===== src/rtl/crc_attach_ctrl.sv =====
// Sequencer around a serial CRC16 engine: clears the engine, streams one transport
// block through it, then appends the engine's 16-bit result to the output stream.
module crc_attach_ctrl #(
    parameter int LEN_W         = 16,
    parameter int DRAIN_TIMEOUT = 31
) (
    input  logic             clk_i,
    input  logic             rst_i,
    input  logic             start_i,
    input  logic [LEN_W-1:0] tb_len_i,
    input  logic             in_bit_i,
    input  logic             in_valid_i,
    output logic             in_ready_o,
    output logic             out_bit_o,
    output logic             out_valid_o,
    output logic             out_last_o,
    output logic             busy_o,
    output logic             done_o,
    output logic             err_o,
    output logic             crc_rst_n_o,
    output logic             crc_active_o,
    output logic             crc_data_in_o,
    input  logic [15:0]      crc_word_i,
    input  logic             crc_valid_i
);

    localparam logic [2:0] S_IDLE    = 3'd0;
    localparam logic [2:0] S_CLR     = 3'd1;
    localparam logic [2:0] S_PAYLOAD = 3'd2;
    localparam logic [2:0] S_DRAIN   = 3'd3;
    localparam logic [2:0] S_APPEND  = 3'd4;
    localparam logic [2:0] S_ABORT   = 3'd5;

    localparam int DCNT_W = $clog2(DRAIN_TIMEOUT + 2);

    logic [2:0]        state_q, state_d;
    logic [LEN_W-1:0]  len_q, len_d;
    logic [LEN_W-1:0]  cnt_q, cnt_d;
    logic [DCNT_W-1:0] dcnt_q, dcnt_d;
    logic [15:0]       word_q, word_d;
    logic [3:0]        idx_q, idx_d;
    logic              out_bit_q, out_bit_d;
    logic              out_valid_q, out_valid_d;
    logic              out_last_q, out_last_d;
    logic              done_q, done_d;
    logic              err_q, err_d;

    always_comb begin
        state_d     = state_q;
        len_d       = len_q;
        cnt_d       = cnt_q;
        dcnt_d      = dcnt_q;
        word_d      = word_q;
        idx_d       = idx_q;
        out_bit_d   = 1'b0;
        out_valid_d = 1'b0;
        out_last_d  = 1'b0;
        err_d       = 1'b0;
        // done trails the last CRC bit by exactly one cycle
        done_d      = out_last_q;

        case (state_q)
            S_IDLE: begin
                if (start_i) begin
                    if (tb_len_i != '0) begin
                        len_d   = tb_len_i;
                        cnt_d   = '0;
                        state_d = S_CLR;
                    end else begin
                        err_d = 1'b1;
                    end
                end
            end
            S_CLR: state_d = S_PAYLOAD;
            S_PAYLOAD: begin
                if (in_valid_i) begin
                    out_bit_d   = in_bit_i;
                    out_valid_d = 1'b1;
                    cnt_d       = cnt_q + 1'b1;
                    if (cnt_d == len_q) begin
                        dcnt_d  = '0;
                        state_d = S_DRAIN;
                    end
                end else begin
                    // the engine cannot tolerate a hole in its ACTIVE burst
                    err_d   = 1'b1;
                    state_d = S_ABORT;
                end
            end
            S_DRAIN: begin
                if (crc_valid_i) begin
                    word_d  = crc_word_i;
                    idx_d   = '0;
                    state_d = S_APPEND;
                end else if (dcnt_q == DCNT_W'(DRAIN_TIMEOUT)) begin
                    err_d   = 1'b1;
                    state_d = S_ABORT;
                end else begin
                    dcnt_d = dcnt_q + 1'b1;
                end
            end
            S_APPEND: begin
                out_bit_d   = word_q[idx_q];
                out_valid_d = 1'b1;
                idx_d       = idx_q + 4'd1;
                if (idx_q == 4'd15) begin
                    out_last_d = 1'b1;
                    state_d    = S_IDLE;
                end
            end
            S_ABORT: state_d = S_IDLE;
            default: state_d = S_IDLE;
        endcase
    end

    always_ff @(posedge clk_i or posedge rst_i) begin
        if (rst_i) begin
            state_q     <= S_IDLE;
            len_q       <= '0;
            cnt_q       <= '0;
            dcnt_q      <= '0;
            word_q      <= '0;
            idx_q       <= '0;
            out_bit_q   <= 1'b0;
            out_valid_q <= 1'b0;
            out_last_q  <= 1'b0;
            done_q      <= 1'b0;
            err_q       <= 1'b0;
        end else begin
            state_q     <= state_d;
            len_q       <= len_d;
            cnt_q       <= cnt_d;
            dcnt_q      <= dcnt_d;
            word_q      <= word_d;
            idx_q       <= idx_d;
            out_bit_q   <= out_bit_d;
            out_valid_q <= out_valid_d;
            out_last_q  <= out_last_d;
            done_q      <= done_d;
            err_q       <= err_d;
        end
    end

    assign in_ready_o    = (state_q == S_PAYLOAD);
    assign busy_o        = (state_q != S_IDLE);
    assign crc_active_o  = in_ready_o & in_valid_i;
    assign crc_data_in_o = in_ready_o & in_bit_i;
    assign crc_rst_n_o   = !(rst_i || state_q == S_CLR || state_q == S_ABORT);
    assign out_bit_o     = out_bit_q;
    assign out_valid_o   = out_valid_q;
    assign out_last_o    = out_last_q;
    assign done_o        = done_q;
    assign err_o         = err_q;

endmodule

===== config.mk =====
export PLATFORM = sky130hd
export DESIGN_NAME = crc_attach_ctrl
export DESIGN_NICKNAME = d
export VERILOG_FILES = /design/src/rtl/crc_attach_ctrl.sv
export SDC_FILE = /design/constraint.sdc
export NUM_CORES = 1
export LEC_CHECK = 0
export BUFFER_PORTS_ARGS = -buffer_cell sky130_fd_sc_hd__buf_2
export CAP_MARGIN = 15
export CORE_MARGIN = 2
export CORE_UTILIZATION = 61
export DETAILED_ROUTE_END_ITERATION = 6
export PLACE_DENSITY = 0.9
export RECOVER_POWER = 100
export SYNTH_ARGS = -nofsm -noshare
export SYNTH_HDL_FRONTEND = slang
export SYNTH_SLANG_ARGS = --single-unit
export TNS_END_PERCENT = 10

===== constraint.sdc =====
create_clock -name clk_i -period 7.07 [get_ports clk_i]
set_input_delay 0.3535 -clock clk_i [delete_from_list [all_inputs] [get_ports clk_i]]
set_output_delay 0.3535 -clock clk_i [all_outputs]
set_load 0.05 [all_outputs]

# == Word-level counts from Yosys, hierarchy flattened ==
# Cells that the tools add are included.
# totals
ff_bits,66
latch_bits,0
mem_bits_rw,0
mem_bits_ro,0
input_bits,38
out_inout_bits,10
word_cells,83
memories,0
# op_classes
n_addsub,3
n_mul,0
div_mod_pow,0
n_lt_le_gt_ge,1
eq_ne,18
shift,0
n_mux,33
bitwise_logic,2
n_reduce_logical,15
# ops
operator,n
16-bit two-way mux,3
16-bit one-hot mux with 2 select lines,1
6-bit two-way mux,4
3-bit two-way mux,7
16-bit by 1-bit adder with 16-bit output (second input constant),1
16-bit == test,1
16-bit nonzero test,1
3-bit one-hot mux with 5 select lines,1
2-bit != test (second input constant),7
6-bit one-hot mux with 2 select lines,1
1-bit two-way mux,10
5-bit AND reduction,2
4-bit one-hot mux with 2 select lines,1
6-bit by 1-bit adder with 6-bit output (second input constant),1
3-bit by 2-bit == test with 1-bit output (second input constant),2
3-bit == test (second input constant),2
6-bit by 5-bit == test with 1-bit output (second input constant),1
2-bit nonzero test,3
4-bit by 5-bit < comparator with 1-bit output (second input constant),1
4-bit by 1-bit adder with 4-bit output (second input constant),1
1-bit binary-select mux with 4-bit select,1
4-bit == test (second input constant),1
4-bit two-way mux,1
1-bit one-hot mux with 2 select lines,2
13 further kinds,16

# == Depth between registers and ports, before layout ==
# logic_depth
ltp_word,5
ltp_mapped,8

# == Worst setup path before layout ==
# OpenSTA, ideal clock, no wires.
# synth_path
path_kind,register to register
from,register state_q[2]
to,register cnt_q[12]
arrival_time_ns,3.229
t_required_ns,6.974
setup_slack_ns,3.745
stages_incl_launch_ff,8
n_path_buf,2
synth_period_minus_slack_ns,3.325
path_cell_list,dfrtp_1 -> clkbuf_1 -> nor3_1 -> nand2_1 -> inv_1 -> clkbuf_1 -> nand2_1 -> o31ai_1
# synth_via
elab_chain_len,3
word_cells_on_any_way,8
# synth_lines
item,line,source
"start, declared",36,"logic [2:0] state_q, state_d;"
"start signal, assigned",130,state_q <= state_d;
3-bit by 2-bit == test with 1-bit output (*),-,
named net in_ready_o,13,"output logic in_ready_o,"
2-bit != test (no source line) or 2-bit nonzero test (tied branches),-,
4-bit AND reduction (no source line),-,
"end signal, assigned",132,cnt_q <= cnt_d;
"end, declared",38,"logic [LEN_W-1:0] cnt_q, cnt_d;"
# The timed path passes the listed nets; every way through them passes the cells marked *.
# A chain may end at the register's enable or synchronous reset.

==> results_dict.tcl <==
set metrics [dict create \
    drtIter0Drc 334 \
    core_um2 5820 \
    fin_nets 429 \
    use_met2_pct 46.0 \
    tritoncts "yes" \
    gr-total-overflow 0 \
    rsz0062_at_grt "false" \
    use_met1_pct 34.3 \
    clkTransAtPathRegs_ns 0.07 \
    vias 2942 \
    ios 48 \
    cp_slowest_cell "clkbuf_1" \
    endpoint_kind "asynchronous set/reset pin" \
    die_w_um 81.1 \
    slew_headroom_pct -132 \
    crit_path_cell_trace "dlygate4sd3_1, clkbuf_1, inv_1, clkbuf_1" \
    port_buffers 47 \
    finalHoldViolCount 0 \
    grt_util_all_layers_pct 27.9 \
    htreeDepth 3 \
    seq_area_frac_synth_pct 45.5 \
    synth_area_um2 3630 \
    syn_inst 345 \
    arrival_ns 3.60 \
    critical_path_class "primary input to asynchronous set/reset pin" \
    min_period_ns 3.92 \
    power.density_nw_per_um2 364 \
    finClkSkew_ns 0.0137 \
    grt_antenna_before_repair 0 \
    violations "capacitance limit, slew limit" \
    grt_start_max_net_pins 66 \
    grt_pass1_vias 2919 \
    worstHoldStart "crc_word_i[6]" \
    maxSlewViolCount 66 \
    clkSinkCount 66 \
    ys_types 55 \
    ir_drop_mv 0.261 \
    reg2reg_from "cnt_q[0]" \
    cts_buffers 9 \
    wl_per_cell_um 17.6 \
    cts_hold_buffers 1 \
    setup_violations 0 \
    start_util_pct 62.3 \
    dieArea_um2 6580 \
    cts.path.max_buffers 2 \
    nFillCells 461 \
    cts_root_buf "clkbuf_8" \
    cp_data_required_time_ns 6.75 \
    via_per_inst 6.29 \
    first_pass_iters 5 \
    fmax_ghz 0.255 \
    layout-drive-gt1-share_pct 26.5 \
    period_share_pct 55.4 \
    most-common-layout-cells "dfrtp_1 (66), buf_2 (36), o21ai_0 (35), mux2_2 (32), nor2_1 (29)" \
    start_kind "primary input" \
    critPathLaunch "rst_i" \
    critPathBufInv 4 \
    synth-main-ff-cell "dfrtp_1" \
    drc_errors 0 \
    finalWirelength_um 8220 \
    cpMostUsedCell "clkbuf_1" \
    post_cts_buffers 0 \
    die_h_um 81.1 \
    gp_congestion 0.949 \
    slowest_delay_ns 2.45 \
    dpl.hpwl_um 5780 \
    path_max_fanout 65 \
    grt_busiest_layer "met2" \
    syn_nets 386 \
    synth_edf_count 0 \
    synth-seq-cells 66 \
    critPathTopFamily "buffers and inverters" \
    async_flop_share_pct 100 \
    holdWs_ns 0.225 \
    status "finished, violations left" \
    grt_pass1_wl_um 13700 \
    gr-usage-met3_pct 6.67 \
    syn2layout_area_growth_pct 12.1 \
    fin_tns_setup_ns 0 \
    postCtsResizedCells 0 \
    avgSynthCellArea_um2 10.5 \
    min_path_type "primary input to flop" \
    insertion_delay_ns 0.36 \
    synth-warning-count 0 \
    worst_slew_pin_slew_ns 3.48 \
    antenna_left 0 \
    insertedDiodeCount 0 \
    rows 28 \
    timing.max_cap.violations 1 \
    leakagePower_nw 1.75 \
    layout_commonest_cell "dfrtp_1" \
]
[worst paths after layout]
| kind | endpoint | slack (ns) | cells after the start |
|---|---|---|---|
| worst max-delay path | word_q[9] | 3.15 | 4 |
| worst min-delay path | word_q[6] | 0.23 | 2 |
| worst max register to register | dcnt_q[5] | 4.05 | 8 |
| worst min register to register | done_o | 0.38 | 0 |
| max in group clk_i | crc_active_o | 3.69 | 5 |
| min in group asynchronous | word_q[5] | 0.42 | 3 |
[state kept, by name, summed over array words and instances (netlist names)]
register and count:
cnt_q 16, len_q 16, word_q 16, dcnt_q 6, idx_q 4, state_q 3, done_o 1, err_o 1
out_bit_o 1, out_last_o 1, out_valid_o 1
[logic make-up (layout without fill, tap and decap cells)]
logic type | Yosys count | in the layout | synth area share (%)
xor+xnor | 16 | 16 | 4.62
flops | 66 | 66 | 45.5
mux | 39 | 39 | 13.6
fa+ha+maj | 3 | 3 | 1.04
buf+inv | 27 | 75 | 3.38
compound gates | 76 | 76 | 13.2
simple gates | 118 | 118 | 18.6
[report_power, final]
part / leakage (nW) / internal, W / switching (W)
Clock: 0.0987 / 0.000172 / 0.000154
Combinational: 0.817 / 0.000252 / 0.000267
Sequential: 0.838 / 0.000509 / 0.000126
Total: 1.75 / 0.000933 / 0.000548
[through the flow]
step / cell area (um2) / total power (W) / cells / setup WS, ns / utilization (%)
finish: 4060 / 0.00148 / 468 / 3.15 / 69.9
detailed placement: 3880 / 0.00116 / 451 / 4.27 / 66.7
global placement: 3880 / 0.00113 / 451 / 4.40 / 66.7
CTS: 4090 / 0.00149 / 468 / 3.91 / 70.3
floorplan: 3630 / 0.00103 / 345 / 3.74 / -
global route: 4060 / 0.00158 / 468 / 2.37 / 69.9
[cells in the mapped netlist, types with 2 or more instances]
| library cell | instances | area [um2] |
|---|---|---|
| mux2_2 | 32 | 360 |
| a21oi_1 | 9 | 45.0 |
| buf_4 | 2 | 15.0 |
| ha_1 | 3 | 37.5 |
| mux2i_1 | 2 | 20.0 |
| nor4_2 | 3 | 37.5 |
| clkbuf_1 | 9 | 33.8 |
| o21ai_1 | 2 | 10.0 |
| inv_1 | 10 | 37.5 |
| mux4_2 | 5 | 113 |
| xor2_1 | 5 | 43.8 |
| nor3b_1 | 3 | 22.5 |
| a31oi_1 | 5 | 31.3 |
| nor4_1 | 7 | 43.8 |
| nand3_2 | 4 | 40.0 |
| nand2_1 | 24 | 90.1 |
| and3_1 | 7 | 43.8 |
| xnor2_1 | 9 | 78.8 |
| and2_1 | 3 | 18.8 |
| a32o_1 | 2 | 20.0 |
| xnor3_1 | 2 | 45.0 |
| dfrtp_1 | 66 | 1650 |
| nor2_1 | 28 | 105 |
| and3_2 | 2 | 15.0 |
| or3_1 | 2 | 12.5 |
| nand3_1 | 16 | 80.1 |
| o21ai_0 | 33 | 165 |
| a211oi_1 | 5 | 37.5 |
| buf_2 | 4 | 20.0 |
| nor3_1 | 4 | 20.0 |
| nand4_1 | 4 | 25.0 |
| and4_2 | 2 | 20.0 |
| o31ai_1 | 9 | 67.6 |
[worst reg2reg max path, stage by stage, from the launching register on]
cell and delay [ns]:
dfrtp_1 0.47, ha_1 0.32, nand3_1 0.29, or3_1 0.51, a311o_1 0.31, a211oi_1 0.28, nand4_1 0.21, nor2_1 0.32
o21ai_0 0.16
[per-layer routing]
metal | share of wire [%] | vias to the layer above
li1 | - | 1364
met1 | 40 | 1425
met2 | 50 | 120
met3 | 6.2 | 33
met4 | 3.2 | 0
met5 | 0 | -
[layout make-up]
class	count	area [um2]	share of cell area (%)
clock buffers	10	138	3.39
clock inverters	6	63.8	1.57
inverters	10	37.5	0.924
multi-input cells	252	1840	45.4
flip-flops and latches	66	1650	40.6
well taps	75	93.8	2.31
repair buffers	49	235	5.79
(Power assumes the default switching activity.)
